[src/rtl/instr_reg_sched.sv]
// instr_reg_sched
//   Round-robin write scheduler for a DEPTH-entry instruction register.
//   Two requesters (A, B) compete for one write slot per cycle. The block
//   owns the write and read pointers and the occupancy count. The register
//   storage itself lives outside this block and is written via load_en.
//
// Ports
//   clk, reset                   rising-edge clock, synchronous active-high reset
//   a_req/a_opcode/a_operand_*   requester A write request and instruction
//   b_req/b_opcode/b_operand_*   requester B write request and instruction
//   a_gnt, b_gnt                 one-hot-or-zero grants, combinational
//   flush                        drain stored entries, then return to IDLE
//   rd_ready, rd_valid           consumer handshake on the entry at read_pointer
//   load_en, opcode, operand_*   write strobe and muxed fields of the winner
//   write_pointer, read_pointer  register write/read addresses
//   count                        stored unread entries, 0..DEPTH
//   busy                         FSM is not in IDLE
//   state_dbg                    raw FSM state (0 IDLE, 1 RUN, 2 DRAIN)
//
// Handshakes: a requester's instruction is taken on any cycle where its
// gnt is high (req&gnt); an entry is consumed on any cycle where
// rd_valid&rd_ready. Neither side may assume the other holds its signal.

package instr_reg_sched_pkg;
  typedef logic [4:0] address_t;
  typedef logic [3:0] opcode_t;
  typedef logic [7:0] operand_t;
  localparam opcode_t OP_ADD = 4'h1;
endpackage

module instr_reg_sched
  import instr_reg_sched_pkg::*;
#(
  // Must equal 2**$bits(address_t) so pointers wrap naturally.
  parameter int DEPTH = 32
) (
  input  logic                       clk,
  input  logic                       reset,
  input  logic                       a_req,
  input  opcode_t                    a_opcode,
  input  operand_t                   a_operand_a,
  input  operand_t                   a_operand_b,
  output logic                       a_gnt,
  input  logic                       b_req,
  input  opcode_t                    b_opcode,
  input  operand_t                   b_operand_a,
  input  operand_t                   b_operand_b,
  output logic                       b_gnt,
  input  logic                       flush,
  input  logic                       rd_ready,
  output logic                       rd_valid,
  output logic                       load_en,
  output opcode_t                    opcode,
  output operand_t                   operand_a,
  output operand_t                   operand_b,
  output address_t                   write_pointer,
  output address_t                   read_pointer,
  output logic [$clog2(DEPTH):0]     count,
  output logic                       busy,
  output logic [1:0]                 state_dbg
);

  localparam int CW = $clog2(DEPTH) + 1;

  typedef enum logic [1:0] {
    IDLE  = 2'd0,
    RUN   = 2'd1,
    DRAIN = 2'd2
  } state_t;

  state_t          state;
  address_t        wr_ptr;
  address_t        rd_ptr;
  logic [CW-1:0]   count_r;
  logic            prio_b;     // 1: B wins the next tie
  logic            full;
  logic            grant_ok;
  logic            grant;
  logic            pop;
  logic [CW-1:0]   count_next;

  // Grants depend on registered state plus the current requests. A flush
  // arriving in RUN also blocks the grant that same cycle, so nothing new
  // slips in behind a drain request.
  always_comb begin
    full     = (count_r == CW'(DEPTH));
    grant_ok = !reset && !full && (state != DRAIN) && !((state == RUN) && flush);
    a_gnt    = grant_ok && a_req && (!b_req || !prio_b);
    b_gnt    = grant_ok && b_req && (!a_req ||  prio_b);
    grant    = a_gnt || b_gnt;
    pop      = (count_r != '0) && rd_ready;
  end

  always_comb begin
    count_next = count_r;
    case ({grant, pop})
      2'b10:   count_next = count_r + CW'(1);
      2'b01:   count_next = count_r - CW'(1);
      default: count_next = count_r;
    endcase
  end

  always_comb begin
    load_en   = grant;
    opcode    = '0;
    operand_a = '0;
    operand_b = '0;
    if (a_gnt) begin
      opcode    = a_opcode;
      operand_a = a_operand_a;
      operand_b = a_operand_b;
    end else if (b_gnt) begin
      opcode    = b_opcode;
      operand_a = b_operand_a;
      operand_b = b_operand_b;
    end
  end

  always_ff @(posedge clk) begin
    if (reset) begin
      state   <= IDLE;
      wr_ptr  <= '0;
      rd_ptr  <= '0;
      count_r <= '0;
      prio_b  <= 1'b0;
    end else begin
      count_r <= count_next;
      if (grant) begin
        wr_ptr <= wr_ptr + address_t'(1);
        prio_b <= a_gnt;
      end
      if (pop) begin
        rd_ptr <= rd_ptr + address_t'(1);
      end
      case (state)
        IDLE: begin
          if (grant) state <= RUN;
        end
        RUN: begin
          if (flush)                 state <= DRAIN;
          else if (count_next == '0) state <= IDLE;
        end
        DRAIN: begin
          if (count_next == '0) state <= IDLE;
        end
        default: state <= IDLE;
      endcase
    end
  end

  assign rd_valid      = (count_r != '0);
  assign write_pointer = wr_ptr;
  assign read_pointer  = rd_ptr;
  assign count         = count_r;
  assign busy          = (state != IDLE);
  assign state_dbg     = state;

endmodule

[config.mk]
export PLATFORM = sky130hd
export DESIGN_NAME = instr_reg_sched
export DESIGN_NICKNAME = d
export VERILOG_FILES = /design/src/rtl/instr_reg_sched.sv
export SDC_FILE = /design/constraint.sdc
export NUM_CORES = 1
export LEC_CHECK = 0
export CELL_PAD_IN_SITES_DETAIL_PLACEMENT = 1
export CELL_PAD_IN_SITES_GLOBAL_PLACEMENT = 1
export CORE_MARGIN = 4
export CORE_UTILIZATION = 23
export DETAILED_ROUTE_END_ITERATION = 8
export MAX_ROUTING_LAYER = met4
export PLACE_DENSITY = 0.77
export SYNTH_ARGS = -nofsm -noshare
export SYNTH_HDL_FRONTEND = slang
export SYNTH_SLANG_ARGS = --single-unit
[constraint.sdc]
create_clock -name clk -period 4.39 [get_ports clk]
set_input_delay 0.878 -clock clk [delete_from_list [all_inputs] [get_ports clk]]
set_output_delay 0.878 -clock clk [all_outputs]
set_load 0.03 [all_outputs]
==> results.yml, run 1 <==
status:
  status: "finished clean"
clock_tree:
  cts_setup_buffers: 0
  clk_path_buf_depth: 2
  ctsHoldBuffers: 0
  cts_tree: "built"
  clockRootBuffer: "clkbuf_8"
  clkTransAtPathRegs_ps: 80
  numCtsBuffers: 3
  clk_latency_ps: 260
  cts-resized-gates: 0
  clock_sinks: 19
  htreeDepth: 1
setup_path:
  path_max_fanout: 6
  arrival_ps: 4210
  start_kind: "primary input"
  endpoint_kind: "flop"
  cp.required_ps: 4540
  cpLargestDelayFamily: "simple AND/OR/NAND/NOR gates"
  critPathBufInv: 1
  slowest_delay_ps: 470
  criticalPathCategory: "primary input to flop"
  critical-path-slowest-cell: "or3b_2"
  crit_chain: "clkdlybuf4s50_1, and3b_1, a211o_1, or3_1, ha_1, fa_1, a21o_1, a21oi_1, xor2_1, or3b_2, a32oi_1, o41ai_1"
route:
  avgRoutedWirePerCell_um: 15.0
  drc_errors: 0
  wl_met2_mm: 2.44
  top_layer: "met4"
  wl_met3_um: 148
  ant_nets: 0
  drt_iter0_markers: 19
  drtPass1Iterations: 4
  vias_per_cell: 4.60
  vias: 1394
  drt_wl_total_mm: 4.54
  wl_met1_mm: 1.94
sta:
  rsz0062_at_grt: "false"
  fin_crit_sh: 0.925
  hold_viol_final: 0
  fin_hold_ws_ps: 517
  slew_viol_final: 0
  fin_ws_ps: 328
  fin_skew_ps: 11.1
  fmax_ghz: 0.246
  setup_viol: 0
  max_slew_margin: 0.736
  tightest_slew_ps: 394
  setup_tns_ps: 0
  layout_min_cycle_time_ps: 4060
layout:
  n_antenna_cell: 0
  final_area_mm2: 0.00222
  drive_gt1_frac: 0.159
  final_util: 0.428
  layout.nets: 288
  finalNonFillerCells: 303
  syn_to_final_growth_pct: 78.7
power:
  irDropWorstVdd_uv: 261
  p_leak_nw: 0.925
  powerDensity_mw_per_mm2: 549
  report.power.total_mw: 1.22
synthesis:
  ys_top_cells_by_area: "dfxtp_1 (31%), a22o_1 (14%), ha_1 (7.1%)"
  ys_types: 38
  yosysTopAreaCell: "dfxtp_1"
  syn_area_mm2: 0.00124
  async_flop_share: 0
  syn_nets: 198
  synth_flop_cell: "dfxtp_1"
  netlist_instances: 144
  yosys_warnings: 0
  syn_avg_cell_area_um2: 8.61
  ys_ff_latch: 19
  synth_edf_count: 0
  yosysSeqAreaShare: 0.307
  synth_top_area_frac: 0.307
floorplan:
  start_util: 0.240
  dieArea_mm2: 0.00663
  core_mm2: 0.00517
  io-pin-count: 89
  die-width_um: 81.4
  rows: 26
  die_h_um: 81.4
place:
  placedCellCount: 299
  gp_congestion: 0.780
  placed_cell_area_mm2: 0.00217
  io_buffers: 88
  dpl.hpwl_mm: 3.72
  preCtsSetupSlack_ps: 53.1
grt:
  grt_pass1_vias: 1410
  grt_max_degree: 23
  grt.total_usage: 0.134
  antenna_found_initial: 0
  grt_remaining_overflow: 0
  grt_pass1_wl_mm: 6.87
worst_hold_path:
  holdCritPathClass: "flop to flop"
job:
  maxCapViolations: 0
sequential cells by signal, summed over array words and instances, names as in the netlist:
name	flops
read_pointer	5
state_dbg	2
prio_b	1
write_pointer	5
count	6
metal layers:
layer	up-vias	GRT usage
met3	2	0.0274
met2	26	0.217
met1	672	0.177
met5	-	-
met4	0	0.0152
li1	694	-
synth_stat cells (all sizes together), types with 2 or more instances:
| cell type | instances |
|---|---|
| nand4 | 4 |
| and2 | 2 |
| inv | 5 |
| o21ai | 3 |
| xnor2 | 5 |
| nor2 | 23 |
| buf | 3 |
| clkbuf | 5 |
| nor3 | 3 |
| dfxtp | 19 |
| nand2 | 9 |
| or3 | 2 |
| a22o | 20 |
| ha | 7 |
| a21oi | 6 |
| xor2 | 9 |
| mux2i | 2 |
cell families after synthesis:
group / synth area share
adders and majority gates: 0.0868
AOI/OAI and AO/OA: 0.235
xor gates and xnor gates: 0.0989
buffers and inverters: 0.0474
muxes: 0.0161
DFF: 0.307
and+or+nand+nor: 0.209
placed cells by master, fill, tap and decap left out, types with 3 or more instances in the layout:
cell type / n
xor2_1: 9
nand2_1: 9
inv_1: 4
clkdlybuf4s50_1: 67
o21ai_0: 3
buf_4: 26
a21oi_1: 6
a22o_1: 20
clkbuf_8: 3
ha_1: 7
dfxtp_1: 19
xnor2_1: 5
nor2_1: 23
nand4_1: 4
worst paths after layout:
check,slack (ps),depth (start not counted),start,to
setup / recovery,330,12,flush,state_dbg[1]
hold / removal,520,2,write_pointer[4],write_pointer[4]
setup reg to reg,670,11,count[0],state_dbg[1]
hold reg to reg,520,2,write_pointer[4],write_pointer[4]
power by group:
| group | internal [mW] | total [mW] | switching [mW] |
|---|---|---|---|
| logic | 0.368 | 0.829 | 0.461 |
| registers | 0.211 | 0.264 | 0.0528 |
| clock network | 0.0645 | 0.124 | 0.0596 |
final cells by class:
class / instances / area, um^2
Multi-Input combinational cell: 112 / 818
Timing Repair Buffer: 93 / 866
Fill cell: 624 / 2960
Sequential cell: 19 / 380
Inverter: 5 / 18.8
Clock buffer: 4 / 45.0
Tap cell: 70 / 87.6
worst reg2reg max path: cells and delay by family (launching register included):
| kind | cells | cell delay (ps) |
|---|---|---|
| fa+ha+maj | 2 | 600 |
| xor+xnor | 1 | 160 |
| compound gates | 3 | 640 |
| flops | 1 | 390 |
| simple gates | 5 | 1810 |
(Power assumes the default switching activity.)
==> inputs of run 2 (changes only) <==
--- a/config.mk
+++ b/config.mk
@@ -11,7 +11,7 @@
 export CORE_UTILIZATION = 23
 export DETAILED_ROUTE_END_ITERATION = 8
 export MAX_ROUTING_LAYER = met4
-export PLACE_DENSITY = 0.77
+export PLACE_DENSITY_LB_ADDON = 0.12
 export SYNTH_ARGS = -nofsm -noshare
 export SYNTH_HDL_FRONTEND = slang
 export SYNTH_SLANG_ARGS = --single-unit
==> run 2 against run 1 <==
Compared with the run above:
- maximum frequency shrank 1.3%
- critical path type unchanged
- combinational power grew 0.8%
- wire length grew 4.0%
- register-to-register slack got worse by 80 ps
- worst setup slack worse by 54 ps
- clock skew decreased by 7.3 ps
- clock power barely moved
- global-route usage up 1.1 points
==> results.yml, run 2 (synthesized netlist as in run 1, its figures left out) <==
status:
  status: "finished clean"
clock_tree:
  numCtsBuffers: 3
  clockRootBuffer: "clkbuf_8"
  clkTransAtPathRegs_ps: 80
  cts_tree: "built"
  htreeDepth: 1
  clk_path_buf_depth: 2
  ctsHoldBuffers: 0
  cts-resized-gates: 0
  clock_sinks: 19
  cts_setup_buffers: 0
  clk_latency_ps: 260
route:
  drtPass1Iterations: 4
  ant_nets: 0
  vias_per_cell: 4.62
  drc_errors: 0
  drt_wl_total_mm: 4.72
  vias: 1401
  avgRoutedWirePerCell_um: 15.6
  drt_iter0_markers: 43
setup_path:
  start_kind: "primary input"
  arrival_ps: 4260
  rr_startpoint: "count[0]"
  timing.critical_path.from: "flush"
  criticalPathCategory: "primary input to flop"
  cp.required_ps: 4530
  path_max_fanout: 6
  endpoint_kind: "flop"
power:
  p_sw_uw: 583
  comb_power_share: 0.683
  powerDensity_mw_per_mm2: 553
  irDropWorstVdd_uv: 253
  clkPwrFrac: 0.101
  p_seq_frac: 0.216
  p_sw_frac: 0.476
  p_leak_nw: 0.928
  p_int_uw: 642
  report.power.total_mw: 1.22
place:
  gp_congestion: 0.852
  placedCellCount: 299
  io_buffers: 88
  dpl.hpwl_mm: 3.85
layout:
  mostFrequentLayoutCells: "clkdlybuf4s50_1 (67), buf_4 (26), nor2_1 (23)"
  drive_gt1_frac: 0.163
  layout.nets: 288
  largest_reg_flops: 6
  final_common_cell: "clkdlybuf4s50_1"
  n_antenna_cell: 0
  nFillCells: 613
  finalNonFillerCells: 303
  final_util: 0.429
  syn_to_final_growth_pct: 78.8
grt:
  grt.total_usage: 0.144
  antenna_found_initial: 0
  grt_max_degree: 23
  grt_remaining_overflow: 0
  grt_pass1_wl_mm: 7.40
  grt_pass1_vias: 1565
sta:
  hold_viol_final: 0
  slew_viol_final: 0
  fin_skew_ps: 3.80
  rsz0062_at_grt: "false"
  max_slew_margin: 0.726
  setup_viol: 0
  layout_min_cycle_time_ps: 4120
  fmax_ghz: 0.243
  fin_hold_ws_ps: 497
  setup_tns_ps: 0
  tightest_slew_ps: 409
  fin_crit_sh: 0.938
floorplan:
  start_util: 0.240
  dieArea_mm2: 0.00663
  rows: 26
  core_mm2: 0.00517
  die-width_um: 81.4
  die_h_um: 81.4
  io-pin-count: 89
worst_hold_path:
  min-delay-start: "count[3]"
  holdCritPathClass: "flop to flop"
job:
  maxCapViolations: 0
-- run 2: changes by cell type in the layout (fill, tap and decap cells not counted), sizes merged --
cell,delta
clkbuf,-1
clkinv,+1
-- run 2: worst max-delay path, cell delays in order --
cell and delay (ps):
clkdlybuf4s50_1 410, and3b_1 200, a211o_1 250, or3_1 380
ha_1 340, fa_1 440, a21o_1 200, a21oi_1 180
xor2_1 200, or3b_2 490, a32oi_1 200, o41ai_1 100
-- run 2: layout make-up --
type	count	area, um^2	share of cell area
repair buffers	93	866	0.391
multi-input cells	112	818	0.369
flip-flops and latches	19	380	0.172
well taps	70	87.6	0.0395
clock buffers	3	41.3	0.0186
inverters	5	18.8	0.00846
clock inverters	1	5.00	0.00226
-- run 2: per-stage QoR --
step / cell area, um^2 / worst slack [ps]
CTS: 2220 / 278
detailed placement: 2170 / 18.8
global placement: 2170 / 168
floorplan: 1240 / 641
finish: 2220 / 274
global route: 2220 / 61.0
-- run 2: final timing paths --
kind | end | slack [ps] | depth (start not counted)
worst max register to register | state_dbg[1] | 590 | 11
worst max-delay path | state_dbg[1] | 270 | 12
worst min register to register | count[3] | 500 | 2
worst min-delay path | count[3] | 500 | 2
-- run 2: power groups by stage --
stage / Clock (mW) / Combinational (mW) / Sequential (mW)
final: 0.124 / 0.836 / 0.264
after global placement: 0 / 0.822 / 0.267
after global routing: 0.140 / 0.905 / 0.274
after CTS: 0.134 / 0.843 / 0.266
after floorplan: 0 / 0.476 / 0.325
after detailed placement: 0 / 0.838 / 0.269
-- run 2: per-layer routing --
metal,share of wire,vias to the layer above,global-route usage
met5,0,-,-
met4,0.024,0,0.0422
met3,0.035,10,0.0318
met2,0.56,31,0.256
met1,0.38,664,0.161
li1,-,696,-
